`config.mk`:
```
export PLATFORM = sky130hd
export DESIGN_NAME = multicycle_ctrl
export DESIGN_NICKNAME = d
export VERILOG_FILES = /design/src/rtl/multicycle_ctrl.sv
export SDC_FILE = /design/constraint.sdc
export NUM_CORES = 1
export LEC_CHECK = 0
export ABC_AREA = 1
export CAP_MARGIN = 10
export CORE_MARGIN = 1
export CORE_UTILIZATION = 40
export CTS_CLUSTER_SIZE = 28
export DETAILED_ROUTE_END_ITERATION = 10
export GPL_ROUTABILITY_DRIVEN = 0
export GPL_TIMING_DRIVEN = 0
export PLACE_DENSITY = 0.75
export SLEW_MARGIN = 20
export SYNTH_ARGS = -nofsm -noshare
export SYNTH_HDL_FRONTEND = slang
export SYNTH_SLANG_ARGS = --single-unit
```
`constraint.sdc`:
```
create_clock -name clk -period 1.3 [get_ports clk]
set_input_delay 0.39 -clock clk [delete_from_list [all_inputs] [get_ports clk]]
set_output_delay 0.39 -clock clk [all_outputs]
set_load 0.02 [all_outputs]
```
`src/rtl/multicycle_ctrl.sv`:
```
// rtl/multicycle_ctrl.sv - multicycle CPU control FSM with fetch/memory timeout
module multicycle_ctrl #(
    parameter int TIMEOUT_CYC = 8
) (
    input  logic        clk,
    input  logic        rst,
    output logic        imem_req,
    input  logic        imem_ready,
    input  logic [15:0] instr,
    output logic        dmem_req,
    output logic        dmem_we,
    input  logic        dmem_ready,
    input  logic [2:0]  flags,
    output logic        ir_load,
    output logic        pc_inc,
    output logic        pc_branch,
    output logic        pc_br_reg,
    output logic        reg_we,
    output logic [1:0]  wb_sel,
    output logic [3:0]  alu_op,
    output logic [2:0]  flag_we,
    output logic        halted,
    output logic        err
);

    typedef enum logic [2:0] {
        S_FETCH, S_DECODE, S_EXEC, S_MEM, S_WB, S_HALT, S_ERR
    } state_t;

    // Last not-ready cycle still tolerated before giving up on a request.
    localparam logic [7:0] WAIT_LAST = 8'(TIMEOUT_CYC - 1);

    localparam logic [3:0] OP_LW  = 4'b1000;
    localparam logic [3:0] OP_SW  = 4'b1001;
    localparam logic [3:0] OP_B   = 4'b1100;
    localparam logic [3:0] OP_BR  = 4'b1101;
    localparam logic [3:0] OP_PCS = 4'b1110;
    localparam logic [3:0] OP_HLT = 4'b1111;

    state_t      state;
    state_t      next_state;
    logic [7:0]  wait_cnt;
    logic [3:0]  ir_op;
    logic [2:0]  ir_cond;
    logic        br_taken;

    // Operand fields are consumed by the datapath, not by this controller.
    logic        unused_instr_bits;
    assign unused_instr_bits = ^instr[8:0];

    // State register, wait counter and the opcode/condition part of the IR.
    always_ff @(posedge clk) begin
        if (rst) begin
            state    <= S_FETCH;
            wait_cnt <= 8'd0;
            ir_op    <= 4'd0;
            ir_cond  <= 3'd0;
        end else begin
            state <= next_state;
            if (next_state != state) begin
                wait_cnt <= 8'd0;
            end else if ((state == S_FETCH && !imem_ready) ||
                         (state == S_MEM && !dmem_ready)) begin
                wait_cnt <= wait_cnt + 8'd1;
            end
            if (state == S_FETCH && imem_ready) begin
                ir_op   <= instr[15:12];
                ir_cond <= instr[11:9];
            end
        end
    end

    // Branch condition evaluated on the live {Z,V,N} flags.
    always_comb begin
        br_taken = 1'b0;
        case (ir_cond)
            3'b000: br_taken = !flags[2];
            3'b001: br_taken = flags[2];
            3'b010: br_taken = !flags[2] && !flags[0];
            3'b011: br_taken = flags[0];
            3'b100: br_taken = flags[2] || (!flags[2] && !flags[0]);
            3'b101: br_taken = flags[0] || flags[2];
            3'b110: br_taken = flags[1];
            default: br_taken = 1'b1;
        endcase
    end

    // Next-state and output decode; only ir_load and transitions see ready.
    always_comb begin
        next_state = state;
        imem_req   = 1'b0;
        ir_load    = 1'b0;
        pc_inc     = 1'b0;
        pc_branch  = 1'b0;
        pc_br_reg  = 1'b0;
        reg_we     = 1'b0;
        wb_sel     = 2'b00;
        alu_op     = 4'd0;
        flag_we    = 3'b000;
        dmem_req   = 1'b0;
        dmem_we    = 1'b0;
        halted     = 1'b0;
        err        = 1'b0;
        case (state)
            S_FETCH: begin
                // Held reset keeps the fetch request quiet until release.
                imem_req = !rst;
                ir_load  = imem_ready && !rst;
                if (imem_ready) begin
                    next_state = S_DECODE;
                end else if (wait_cnt == WAIT_LAST) begin
                    next_state = S_ERR;
                end
            end
            S_DECODE: begin
                if (ir_op == OP_HLT) begin
                    next_state = S_HALT;
                end else begin
                    pc_inc     = 1'b1;
                    next_state = S_EXEC;
                end
            end
            S_EXEC: begin
                alu_op = ir_op;
                case (ir_op)
                    4'b0000, 4'b0001:                   flag_we = 3'b111;
                    4'b0010, 4'b0100, 4'b0101, 4'b0110: flag_we = 3'b100;
                    default:                            flag_we = 3'b000;
                endcase
                if (ir_op == OP_B || ir_op == OP_BR) begin
                    pc_branch  = br_taken;
                    pc_br_reg  = br_taken && (ir_op == OP_BR);
                    next_state = S_FETCH;
                end else if (ir_op == OP_LW || ir_op == OP_SW) begin
                    next_state = S_MEM;
                end else begin
                    next_state = S_WB;
                end
            end
            S_MEM: begin
                dmem_req = 1'b1;
                dmem_we  = (ir_op == OP_SW);
                if (dmem_ready) begin
                    next_state = (ir_op == OP_SW) ? S_FETCH : S_WB;
                end else if (wait_cnt == WAIT_LAST) begin
                    next_state = S_ERR;
                end
            end
            S_WB: begin
                reg_we = 1'b1;
                if (ir_op == OP_LW) begin
                    wb_sel = 2'b01;
                end else if (ir_op == OP_PCS) begin
                    wb_sel = 2'b10;
                end else if (ir_op == 4'b1010 || ir_op == 4'b1011) begin
                    wb_sel = 2'b11;
                end
                next_state = S_FETCH;
            end
            S_HALT: halted = 1'b1;
            S_ERR:  err    = 1'b1;
            default: next_state = S_FETCH;
        endcase
    end

endmodule
```
==> summary.txt <==
Yosys
  • Syn Area/Cell: about 6.4 um2
  • Post-synthesis sequential area ratio: 30.13%
  • Post-synthesis cell count: between 150 and 200
  • Synth Area in Simple Gates: a little under two fifths
  • Main flop type after synthesis: dfxtp_1
  • Synth warnings: 0
  • Syn Nets: about 210
  • Most frequent cell after synthesis: nor2_1
  • Largest family of logic cells by synthesized area: simple AND/OR/NAND/NOR gates
  • Synth area leaders: dfxtp_1, nor2_1, inv_1
  • Multiplexer share of the synthesized area: less than 1%
  • Cell Area, Synth: roughly 0.0012 mm2
  • Post-synth top cells: nor2_1, inv_1, nand2_1
  • Xor and xnor area share after synthesis: 5.126%
  • Compound-Gate Fraction of Synth Area: around an eighth
  • Synth top area share: between 30% and 40%
  • Synth Area in Adders: under 10%
  • Dominant cell type by area after synthesis: dfxtp_1
  • Async S/R FF share, synth: 0%
  • Yosys reg bits: 18
  • Number of flops mapped to enable cells by yosys: 0
  • Netlist cell types: 27

Pwr
  • Sw Share: between 40% and 50%
  • Worst VDD drop: about 770 uV
  • Comb pwr share: roughly 49%
  • Sequential power share: between 30% and 40%
  • Clock share of power: between 10% and 20%
  • Switch Pwr: 0.0008551 W
  • PD cells: approximately 860 mW/mm2
  • Total chip power: between 0.002 and 0.0025 W
  • Leak Pwr: 1.035 nW
  • Internal: 0.001220 W

Setup path
  • R2R depth: 12
  • Most frequent CP cell: a21oi_1
  • Critical-path top delay cell: clkdlybuf4s15_1
  • Crit-path cells: clkdlybuf4s15_1 -> a21oi_1 -> a21oi_1 -> nand2_1 -> o2111ai_4 -> nor2_4 -> buf_6
  • FF-to-FF End: wait_cnt[3]$_SDFFE_PP0P_
  • Endpoint class of the critical path: primary output
  • Worst flop-to-flop path startpoint: state[0]$_SDFF_PP0_
  • Bufs and invs on worst path: 2
  • Critical-path maximum fanout: 4
  • FF-to-FF setup slack: -0.59 ns
  • Worst path arrival time: roughly 1.6 ns
  • CP peak stage delay: between 0.2 and 0.3 ns
  • Cell family with most CP delay: compound AO/OA/AOI/OAI gates
  • Crit start category: input pin
  • Cell depth of the worst setup path: 7
  • Kind of critical path: input pin to primary output
  • Critical Path RT: 0.91 ns
  • Critical Path Start: flags[0]
  • Setup crit end: pc_br_reg

Timing
  • Max_slew headroom: 77.40%
  • Max-slew violation count: 0
  • Final Hold Vio Count: 0
  • Final worst slack: -0.6745 ns
  • Setup TNS: -16.27 ns
  • RSZ-0062 raised after global routing: yes
  • Worst slew pin tran: 0.3390 ns
  • Worst hold slack: 0.5464 ns
  • Setup violations, final: 37
  • Final Cycle Share: 151.9%
  • Setup Skew: ~0.011 ns
  • Maximum clock frequency: roughly 0.5 GHz
  • Post-layout minimum cycle time: around 2.0 ns

Floorplanning
  • Core Box Area: 0.002805 mm2
  • Die area: ~0.0032 mm2
  • # IOs: 42
  • Chip height: between 50 and 60 um
  • # rows: 19
  • Initial Util: between 40 and 50%
  • Die width: 56.69 um

Global route
  • Initial antenna violation count: 0
  • First-pass GRT wire length: approximately 6.5 mm
  • GRT Total Usage: a little over a quarter
  • Pin count of the biggest net entering global routing: 11
  • Total congestion overflow: 0
  • Vias in the first global route: roughly 1,400

Final layout
  • Fill cells: between 100 and 150
  • Finished Core Util: 86.04%
  • Layout Area Growth over Synthesis: 101.8%
  • Antenna Cells: 0
  • Share of cells above drive strength 1: ~62%
  • Fin nets: 283

Clock tree
  • CTS tree: yes
  • CTS Hold Buffers Added: 0
  • Total CTS buffers: 3
  • H-tree levels: 1
  • Clk pin slew, worst setup/hold paths: roughly 0.12 ns
  • CTS sink count: 18
  • CTS Buffer Depth: 2
  • Root Buffer: clkbuf_4
  • Clk_lat worst skew: between 0.3 and 0.4 ns

Detailed routing
  • Total wire length: 5.796 mm
  • Initial DRC Count: 157
  • DRC viols: 13
  • M1 wire length: between 2 and 2.5 mm
  • Routed Antenna Nets: 0
  • Met2 Wirelength: around 2.8 mm
  • Met3 WL: 521 um
  • Vias per cell: 5.768
  • Uppermost layer routed: met4
  • DR vias: 1,667
  • WL per Instance: between 20 and 25 um
  • Drt pass-1 iters: 7

Status
  • Failing checks: DRC, setup timing
  • Status: complete, but fails checks

Min path
  • Hold_sp: wait_cnt[7]$_SDFFE_PP0P_
  • Hold Crit Class: flip-flop to flip-flop

Placement
  • Port Buffer Count: 32
  • Dpl hpwl: approximately 2.2 mm

Flow run
  • Max-Cap Viols: 0
-- cell families after synthesis --
group           Yosys count
simple gates             97
buf+inv                  41
compound gates           22
flops                    18
xor+xnor                  7
mux                       1
fa+ha+maj                 1
-- sequential cells by signal, summed over array words and instances (netlist names) --
signal	flops
ir_cond	3
ir_op	4
state	3
wait_cnt	8
-- per-layer routing --
| layer | GRT usage (%) | up-vias |
|---|---|---|
| li1 | - | 738 |
| met2 | 46.60 | 113 |
| met5 | 0 | - |
| met4 | 14.64 | 0 |
| met1 | 29.99 | 785 |
| met3 | 4.608 | 31 |
-- how the worst min path moves through the flow --
stage,endpoint,slack [ns],depth (start not counted)
final,wait_cnt[7]$_SDFFE_PP0P_,0.55,2
after global routing,ir_cond[1]$_SDFFE_PP0P_,0.56,2
after CTS,ir_cond[2]$_SDFFE_PP0P_,0.54,2
after detailed placement,ir_cond[0]$_SDFFE_PP0P_,0.50,2
after global placement,ir_cond[0]$_SDFFE_PP0P_,0.49,2
after floorplan,ir_cond[1]$_SDFFE_PP0P_,0.46,1
-- what timing repair did --
| item | in CTS | in global routing |
|---|---|---|
| resized for setup | 193 | 54 |
| pin swaps | 19 | 20 |
| buffers inserted | 18 | 20 |
| endpoints found under the setup margin | 37 | 37 |
| gates cloned | 1 | 0 |
-- final cells by class --
| type | count | area, um2 | share of cell area [%] |
|---|---|---|---|
| clock buffers | 4 | 36.28 | 1.503 |
| repair buffers | 68 | 674.4 | 27.94 |
| multi-input cells | 128 | 1080 | 44.74 |
| flip-flops and latches | 18 | 391.6 | 16.23 |
| plain buffers | 3 | 36.28 | 1.503 |
| well taps | 31 | 38.79 | 1.607 |
| inverters | 37 | 156.4 | 6.480 |
-- per-stage QoR --
step / std cells / area [um2] / setup slack (ns)
after global placement: 250 / 1674 / -1.223
final: 289 / 2414 / -0.6745
after floorplan: 187 / 1315 / -0.2428
after detailed placement: 250 / 1674 / -1.271
after CTS: 272 / 2097 / -0.5183
after global routing: 289 / 2414 / -0.7591
-- worst min-delay path: stages, from the launching register on --
cell and delay, ns:
dfxtp_1 0.36, xor2_1 0.07, nor2_1 0.08
-- cell usage in the layout (no fill, tap or decap), drive strengths merged --
cell type,instances
a2111oi,1
a211oi,8
a21oi,7
a31oi,2
buf,56
clkbuf,6
clkdlybuf4s15,1
clkdlybuf4s50,8
clkinv,1
dfxtp,18
dlygate4sd2,4
ha,1
inv,36
mux2,1
nand2,35
nand3,15
nor2,40
nor3,4
nor4,3
o2111ai,1
o211ai,1
o21ai,1
o31ai,1
xor2,7
-- power groups by stage --
stage | combinational, W | clock, W | sequential (W)
finish | 0.00102 | 0.000373 | 0.000682
global placement | 0.000491 | 0 | 0.000671
detailed placement | 0.000494 | 0 | 0.000670
global route | 0.00105 | 0.000408 | 0.000688
floorplan | 0.000343 | 0 | 0.000660
CTS | 0.000737 | 0.000358 | 0.000675
No activity file was read; power rests on OpenSTA's default activity.
